$ cat config.mk
export PLATFORM = sky130hd
export DESIGN_NAME = bf_radix2_inv
export DESIGN_NICKNAME = d
export VERILOG_FILES = /design/src/rtl/bf_radix2_inv.sv
export SDC_FILE = /design/constraint.sdc
export NUM_CORES = 2
export LEC_CHECK = 0
export BUFFER_PORTS_ARGS = -buffer_cell sky130_fd_sc_hd__buf_2
export CAP_MARGIN = 25
export CORE_AREA = 2 2 300 302
export DETAILED_ROUTE_END_ITERATION = 16
export DIE_AREA = 0 0 302 304
export PLACE_DENSITY = 0.77
export SETUP_SLACK_MARGIN = 0.1
export SYNTH_ARGS = -nofsm -noshare
export SYNTH_HDL_FRONTEND = slang
export SYNTH_SLANG_ARGS = --single-unit
$ cat constraint.sdc
create_clock -name clk -period 19.42 [get_ports clk]
set_clock_uncertainty 0.05 [all_clocks]
set_input_delay 3.884 -clock clk [delete_from_list [all_inputs] [get_ports clk]]
set_output_delay 3.884 -clock clk [all_outputs]
set_load 0.05 [all_outputs]
$ cat src/rtl/bf_radix2_inv.sv
`default_nettype none
// ============================================================================
// Module   : bf_radix2_inv
// Purpose  : Pipelined inverse radix-2 DIF butterfly, A/B = (Y0 +/- Y1*conj(W))/2,
//            3-stage valid/ready pipeline with a single global stall enable.
// Revision : 1.0 - initial release
// ============================================================================
module bf_radix2_inv #(
    parameter int DATA_W    = 16,
    parameter int FRAC_BITS = 8,
    parameter int HALVE_EN  = 1
) (
    input  logic              clk,
    input  logic              rst_n,
    input  logic              in_valid,
    output logic              in_ready,
    input  logic [DATA_W-1:0] Y0_re,
    input  logic [DATA_W-1:0] Y0_im,
    input  logic [DATA_W-1:0] Y1_re,
    input  logic [DATA_W-1:0] Y1_im,
    input  logic [DATA_W-1:0] W_re,
    input  logic [DATA_W-1:0] W_im,
    output logic              out_valid,
    input  logic              out_ready,
    output logic [DATA_W-1:0] A_re,
    output logic [DATA_W-1:0] A_im,
    output logic [DATA_W-1:0] B_re,
    output logic [DATA_W-1:0] B_im
);

    localparam int c_PW = 2 * DATA_W;

    logic                     w_en;
    logic                     r_v1, r_v2, r_v3;
    logic signed [DATA_W-1:0] r_y0_re, r_y0_im, r_y1_re, r_y1_im, r_w_re, r_w_im;
    logic signed [DATA_W-1:0] r_p_re, r_p_im, r_z0_re, r_z0_im;
    logic        [DATA_W-1:0] r_a_re, r_a_im, r_b_re, r_b_im;
    logic signed [c_PW-1:0]   w_m_rr, w_m_ii, w_m_ir, w_m_ri;
    logic        [DATA_W-1:0] w_p_re, w_p_im;
    logic        [DATA_W:0]   w_sp_re, w_sp_im, w_sm_re, w_sm_im;
    logic        [DATA_W-1:0] w_a_re, w_a_im, w_b_re, w_b_im;

    // Arithmetic shift floors; bump negative inexact results up to truncate toward zero.
    function automatic logic [DATA_W-1:0] rtz_scale(input logic signed [c_PW-1:0] p);
        logic signed [c_PW-1:0] q;
        q = p >>> FRAC_BITS;
        if (p[c_PW-1] && (p[FRAC_BITS-1:0] != '0))
            q = q + c_PW'(1);
        return q[DATA_W-1:0];
    endfunction

    assign w_en      = ~r_v3 | out_ready;
    assign in_ready  = w_en;
    assign out_valid = r_v3;

    assign w_m_rr = c_PW'(r_y1_re) * c_PW'(r_w_re);
    assign w_m_ii = c_PW'(r_y1_im) * c_PW'(r_w_im);
    assign w_m_ir = c_PW'(r_y1_im) * c_PW'(r_w_re);
    assign w_m_ri = c_PW'(r_y1_re) * c_PW'(r_w_im);

    assign w_p_re = rtz_scale(w_m_rr) + rtz_scale(w_m_ii);
    assign w_p_im = rtz_scale(w_m_ir) - rtz_scale(w_m_ri);

    assign w_sp_re = {r_z0_re[DATA_W-1], r_z0_re} + {r_p_re[DATA_W-1], r_p_re};
    assign w_sp_im = {r_z0_im[DATA_W-1], r_z0_im} + {r_p_im[DATA_W-1], r_p_im};
    assign w_sm_re = {r_z0_re[DATA_W-1], r_z0_re} - {r_p_re[DATA_W-1], r_p_re};
    assign w_sm_im = {r_z0_im[DATA_W-1], r_z0_im} - {r_p_im[DATA_W-1], r_p_im};

    // Halving takes the top DATA_W bits of the 17-bit sum, so it can never overflow.
    assign w_a_re = (HALVE_EN != 0) ? w_sp_re[DATA_W:1] : w_sp_re[DATA_W-1:0];
    assign w_a_im = (HALVE_EN != 0) ? w_sp_im[DATA_W:1] : w_sp_im[DATA_W-1:0];
    assign w_b_re = (HALVE_EN != 0) ? w_sm_re[DATA_W:1] : w_sm_re[DATA_W-1:0];
    assign w_b_im = (HALVE_EN != 0) ? w_sm_im[DATA_W:1] : w_sm_im[DATA_W-1:0];

    // Data registers load only under a valid token so outputs stay put across bubbles.
    always_ff @(posedge clk or negedge rst_n) begin
        if (!rst_n) begin
            r_v1    <= 1'b0;
            r_v2    <= 1'b0;
            r_v3    <= 1'b0;
            r_y0_re <= '0;
            r_y0_im <= '0;
            r_y1_re <= '0;
            r_y1_im <= '0;
            r_w_re  <= '0;
            r_w_im  <= '0;
            r_p_re  <= '0;
            r_p_im  <= '0;
            r_z0_re <= '0;
            r_z0_im <= '0;
            r_a_re  <= '0;
            r_a_im  <= '0;
            r_b_re  <= '0;
            r_b_im  <= '0;
        end else if (w_en) begin
            r_v1 <= in_valid;
            r_v2 <= r_v1;
            r_v3 <= r_v2;
            if (in_valid) begin
                r_y0_re <= Y0_re;
                r_y0_im <= Y0_im;
                r_y1_re <= Y1_re;
                r_y1_im <= Y1_im;
                r_w_re  <= W_re;
                r_w_im  <= W_im;
            end
            if (r_v1) begin
                r_p_re  <= w_p_re;
                r_p_im  <= w_p_im;
                r_z0_re <= r_y0_re;
                r_z0_im <= r_y0_im;
            end
            if (r_v2) begin
                r_a_re <= w_a_re;
                r_a_im <= w_a_im;
                r_b_re <= w_b_re;
                r_b_im <= w_b_im;
            end
        end
    end

    assign A_re = r_a_re;
    assign A_im = r_a_im;
    assign B_re = r_b_re;
    assign B_im = r_b_im;

endmodule
`default_nettype wire

### After elaboration in Yosys (flattened, before gate mapping)

Index checks and enable logic that the tools add are counted.

* $add $sub $neg: 10
* multiply operators: 4
* div/mod/pow operators: 0
* magnitude comparators: 0
* eq/ne operators: 0
* shift-type cells: 0
* mux-type cells: 4
* bitwise logic cells: 2
* reduce and logical (&&, ||, !) cells: 11

Operator list (count)
* 16-bit by 16-bit multiplier with 32-bit output: 4
* 16-bit by 2-bit adder with 16-bit output (second input constant): 4
* 16-bit two-way mux: 4
* 16-bit by 16-bit adder with 17-bit output: 2
* 16-bit by 16-bit subtractor with 17-bit output: 2
* 8-bit nonzero test: 4
* 16-bit adder: 1
* 16-bit subtractor: 1
* 2-bit AND reduction: 3
* 1-bit logical AND: 4
* 1-bit inverter: 1
* 1-bit bitwise OR: 1

* flip-flop bits (word level): 227
* latch bits: 0
* bits in writable memories: 0
* memory bits (read-only): 0
* bits of input ports: 100
* output and inout bits: 66
* logic and storage cells: 48
* memories: 0

### Longest topological paths before layout

* depth in word-level cells: 5
* mapped depth: 40
* depth with buffers taken out: 38

### Worst setup path after synthesis

No wires, ideal clock.

* path type: register -> register
* start: register r_y1_re[14]
* end: register r_p_im[15]
* library setup time: 0.125 ns
* arrival time: 8.455 ns
* data required time: 19.245 ns
* setup slack: 10.790 ns
* cell stages (with the launch flop): 38
* buffers on the path: 2
* clock period less this slack: 8.630 ns
* cell sequence: dfrtp_1 -> clkbuf_1 -> and2_1 -> fa_1 -> inv_1 -> fa_1 -> fa_1 -> inv_1 -> fa_1 -> fa_1 -> inv_1 -> fa_1 -> inv_1 -> ha_1 -> a21o_1 -> a21o_1 -> a21oi_1 -> o22ai_1 -> [2 not listed] -> nand3_2 -> and3_1 -> buf_2 -> o21ai_0 -> a21oi_1 -> xor2_1 -> ha_1 -> o21ai_0 -> a21oi_1 -> o21a_1 -> a21oi_1 -> o2111ai_1 -> a21o_1 -> a21o_1 -> a31oi_1 -> o21ai_0 -> xnor3_1 -> mux2_2

* word-level cells in the longest chain between the ends: 4
* elaborated cells on any way between the ends: 5
* those cells by class: 2 x add/sub; 1 x mul; 1 x mux; 1 x reduce/logical

Ends and longest elaborated chain
* from (decl): RTL line 35 `logic signed [DATA_W-1:0] r_y0_re, r_y0_im, r_y1_re, r_y1_im, r_w_re, r_w_im;`
* from (signal assigned): RTL line 102 `r_y1_re <= Y1_re;`
* 16-bit by 16-bit multiplier with 32-bit output *: RTL line 59 `assign w_m_ri = c_PW'(r_y1_re) * c_PW'(r_w_im);`
* 16-bit by 2-bit adder with 16-bit output or 1-bit logical AND (tied branches): RTL line 48, 47
* 16-bit two-way mux *: RTL line 47 `if (p[c_PW-1] && (p[FRAC_BITS-1:0] != '0))`
* 16-bit subtractor *: RTL line 62 `assign w_p_im = rtz_scale(w_m_ir) - rtz_scale(w_m_ri);`
* to (signal assigned): RTL line 109 `r_p_im <= w_p_im;`
* to (decl): RTL line 36 `logic signed [DATA_W-1:0] r_p_re, r_p_im, r_z0_re, r_z0_im;`

Mark *: on every way between the ends. The rest lies on a longest branch, timed or not.
A chain may end at the register's enable or synchronous reset.

### Worst setup path in the final report

* start: register r_y1_re[7]
* end: register r_p_im[15]

* word-level cells in the longest chain between the ends: 5
* elaborated cells on any way between the ends: 6
* those cells by class: 2 x add/sub; 1 x mul; 1 x mux; 2 x reduce/logical

Ends and longest elaborated chain (RTL line)
* 16-bit by 16-bit multiplier with 32-bit output *: 59
* branches (longest 2 deep; another with 16-bit by 2-bit adder with 16-bit output)
* 16-bit two-way mux *: 47
* 16-bit subtractor *: 62

Mark *: on every way between the ends.

==> metrics <==
status finished clean; Slew Limit Fails 0; r2r endpoint r_p_im[15]$_DFFE_PN0P_; antenna violations before repair 2; Num CTS Buffers 30; Main synth FF type dfrtp_1; Reg2Reg Depth 35; TritonRoute pass-1 iters 5; DIE AREA a little over 0.09 mm2; RSZ-0062 raised after global routing no; CTS H-tree depth 1; met1 WL between 50000 and 60000 um; Syn Std Cell Area about 0.053 mm2; clk slew on worst S/H paths about 0.070 ns; critical path type flop to flop; clock sink count approximately 230; fillcell total ~7.5k; worst-path fanout max 18; post-synthesis sequential area ratio 10.79%; number of max-cap violations 0; r2r setup slk 9.25 ns; vias in the first global route ~42k; pin count of the biggest net entering global routing roughly 110; Starting DRT DRC Count 2625; initial core utilization between 50% and 60%; post-DR vias/cell roughly 5.6; DR WL met2 between 60000 and 70000 um; nets@finish about 7.3k; CTS Hold Bufs 0; Ports about 170; via count a little under 40k; Slew headroom about 28%; synth warn 0; final HPWL from detailed placement between 100000 and 150000 um; final setup fails 0; Final Wtd Congestion approximately 0.93; share of cells above drive strength 1 between 7 and 8%; Area Growth Syn to Fin 5.655%; GRT overflow 0; routed wire length 131000 um; wire per inst approximately 19 um; Critical Path End r_p_im[15]$_DFFE_PN0P_; fin crit period approximately 10 ns; global-route wire length before repair between 200000 and 250000 um; Slew @ Worst Pin 1.063 ns; Yosys top cell by area fa_1; overall die width 302 um; Sum Neg Setup Slack 0 ns; post-synthesis register bit count around 230; Post-CTS Resized 0; clock latency on the worst-skew pair 0.68 ns; Rows 110; post-synth top area share approximately 40%; Post-synth ARST share 100.0%; CP endpoint kind flop; CP Launch Type flop; WP data arrival about 11 ns; All-Layer GR Usage ~30%; Post-CTS Setup Bufs 0; HP Class flop to flop; CP max stage delay around 0.76 ns; Post-Synthesis Cells just under 6k; sequential cell area around 0.0057 mm2; port bufs about 170; Critical Path Most Common Cell fa_1; Mapped Nets between 7k and 8k; Critical Path Start r_y1_re[7]$_DFFE_PN0P_; area of the multi-input gates a little over 0.04 mm2; WL met3 between 8000 and 9000 um; uppermost layer routed met5; final hold violation count 0; period utilization around 52%; post-synth cell types 88; Worst R2R Start r_y1_re[7]$_DFFE_PN0P_; Final ANT Viol Nets 0; Root Driver clkbuf_16; Post-synth EDFFs 0; total core area about 0.09 mm2; top post-synthesis cells by area fa_1 40%, dfrtp_1 11%, ha_1 10%; Longest Clk Path Bufs 3; Peak Freq between 90 and 100 MHz; Critical Path RT 19.93 ns; Residual DRC 0; Die Ht 304 um; Avg Synthesized Cell Area 9.137 um2; clock tree from TritonCTS built; CP max-delay cell dfrtp_1
==> state kept, by name, indices dropped and copies added (netlist names), 16 cells and up <==
signal,cells
r_z0_re,16
B_re,16
r_p_re,16
r_w_im,16
A_im,16
r_y1_re,16
B_im,16
r_w_re,16
r_z0_im,16
r_y1_im,16
r_y0_re,16
A_re,16
r_y0_im,16
r_p_im,16
==> layout by cell type, fill, tap and decap left out, drive strengths merged, types with 7 or more instances in the layout <==
cell type  count
nor4          10
a211oi        21
and3          23
or3           17
fa          1054
ha           422
nor2         149
a211o         11
nand2        766
nor2b         15
inv         1296
a31oi         20
nand4         14
nand3         39
xor2          65
nand2b        35
dfrtp        227
o211ai        13
mux2         101
a21o          51
o21a          22
o22ai          8
o21ai        148
or2            7
xnor2        158
nor3b         10
and2         461
mux2i          8
o41ai          7
a21oi        113
o311ai         8
o2111ai       10
and4           7
o21bai        31
nor3          48
buf          237
o31ai         15
clkbuf        41
==> stage by stage <==
step	util [%]	area (um2)	hold WS, ns	setup slack [ns]	std cells
5_1_grt	62.45	55610	0.4025	8.678	6971
4_1_cts	62.40	55570	0.3825	9.175	6969
3_3_place_gp	61.23	54520	0.3909	9.518	6915
2_1_floorplan	-	52640	0.3831	10.79	5761
3_5_place_dp	61.23	54520	0.4021	9.215	6915
6_report	62.45	55610	0.3867	9.251	6972
==> worst max-delay path: cells and delay by family, from the launching register on <==
family                   cells  cell delay, ns
adder cells (fa/ha/maj)      8            3.49
AO/OA/AOI/OAI               14            2.72
AND/OR/NAND/NOR              5            1.45
flip-flops                   1            0.76
buffers and inverters        5            0.66
XOR/XNOR                     2            0.63
multiplexers                 1            0.27
==> cell usage after synthesis, types with 15 or more instances <==
cell and count:
nand2b_1 35, inv_1 1296, a21o_1 51, a211oi_1 20
xor2_1 65, xnor2_1 158, o21a_1 22, and3_1 23
dfrtp_1 227, nor2_1 149, and2_1 460, o21ai_0 138
clkbuf_1 242, ha_1 422, or3_1 17, o21bai_1 30
nand2_1 766, nand3_1 38, mux2_2 101, o31ai_1 15
a21oi_1 111, a31oi_1 20, nor2b_1 15, fa_1 1054
nor3_1 47
==> final cells by class <==
type                            instances  area share [%]
Clock buffer                           41           1.586
Tap cell                             1176           2.646
Multi-Input combinational cell       3981           73.98
Clock inverter                         13          0.2947
Timing Repair Buffer                  237           2.524
Antenna cell                            1        0.004500
Inverter                             1296           8.747
Sequential cell                       227           10.22
==> cell families after synthesis <==
kind of cell               after synthesis  share of synthesized area, %
muxes                                  109                         2.313
buffers and inverters                 1553                         11.08
adders and majority gates             1476                         50.12
DFF                                    227                         10.79
AOI/OAI and AO/OA                      540                         6.765
and+or+nand+nor                       1629                         15.05
xor gates and xnor gates               227                         3.884
==> worst min path at each step <==
stage                             from                       to  slack [ns]  cells past startpoint
6_report       r_y0_im[10]$_DFFE_PN0P_  r_z0_im[10]$_DFFE_PN0P_        0.39                      2
5_1_grt        r_y0_im[10]$_DFFE_PN0P_  r_z0_im[10]$_DFFE_PN0P_        0.40                      2
4_1_cts        r_y0_im[10]$_DFFE_PN0P_  r_z0_im[10]$_DFFE_PN0P_        0.38                      2
3_5_place_dp   r_y0_im[11]$_DFFE_PN0P_  r_z0_im[11]$_DFFE_PN0P_        0.40                      2
3_3_place_gp   r_y0_re[11]$_DFFE_PN0P_  r_z0_re[11]$_DFFE_PN0P_        0.39                      2
2_1_floorplan   r_y0_im[0]$_DFFE_PN0P_   r_z0_im[0]$_DFFE_PN0P_        0.38                      2
==> layer usage <==
layer  GRT usage (%)  vias to the layer above
met3           3.627                      251
met1           39.37                    19730
li1                -                    17410
met5               0                        -
met4           9.913                        2
met2           50.81                     1363
Power is not shown: default switching activity piles up to over one toggle a cycle in this logic, so the estimate is an artifact.
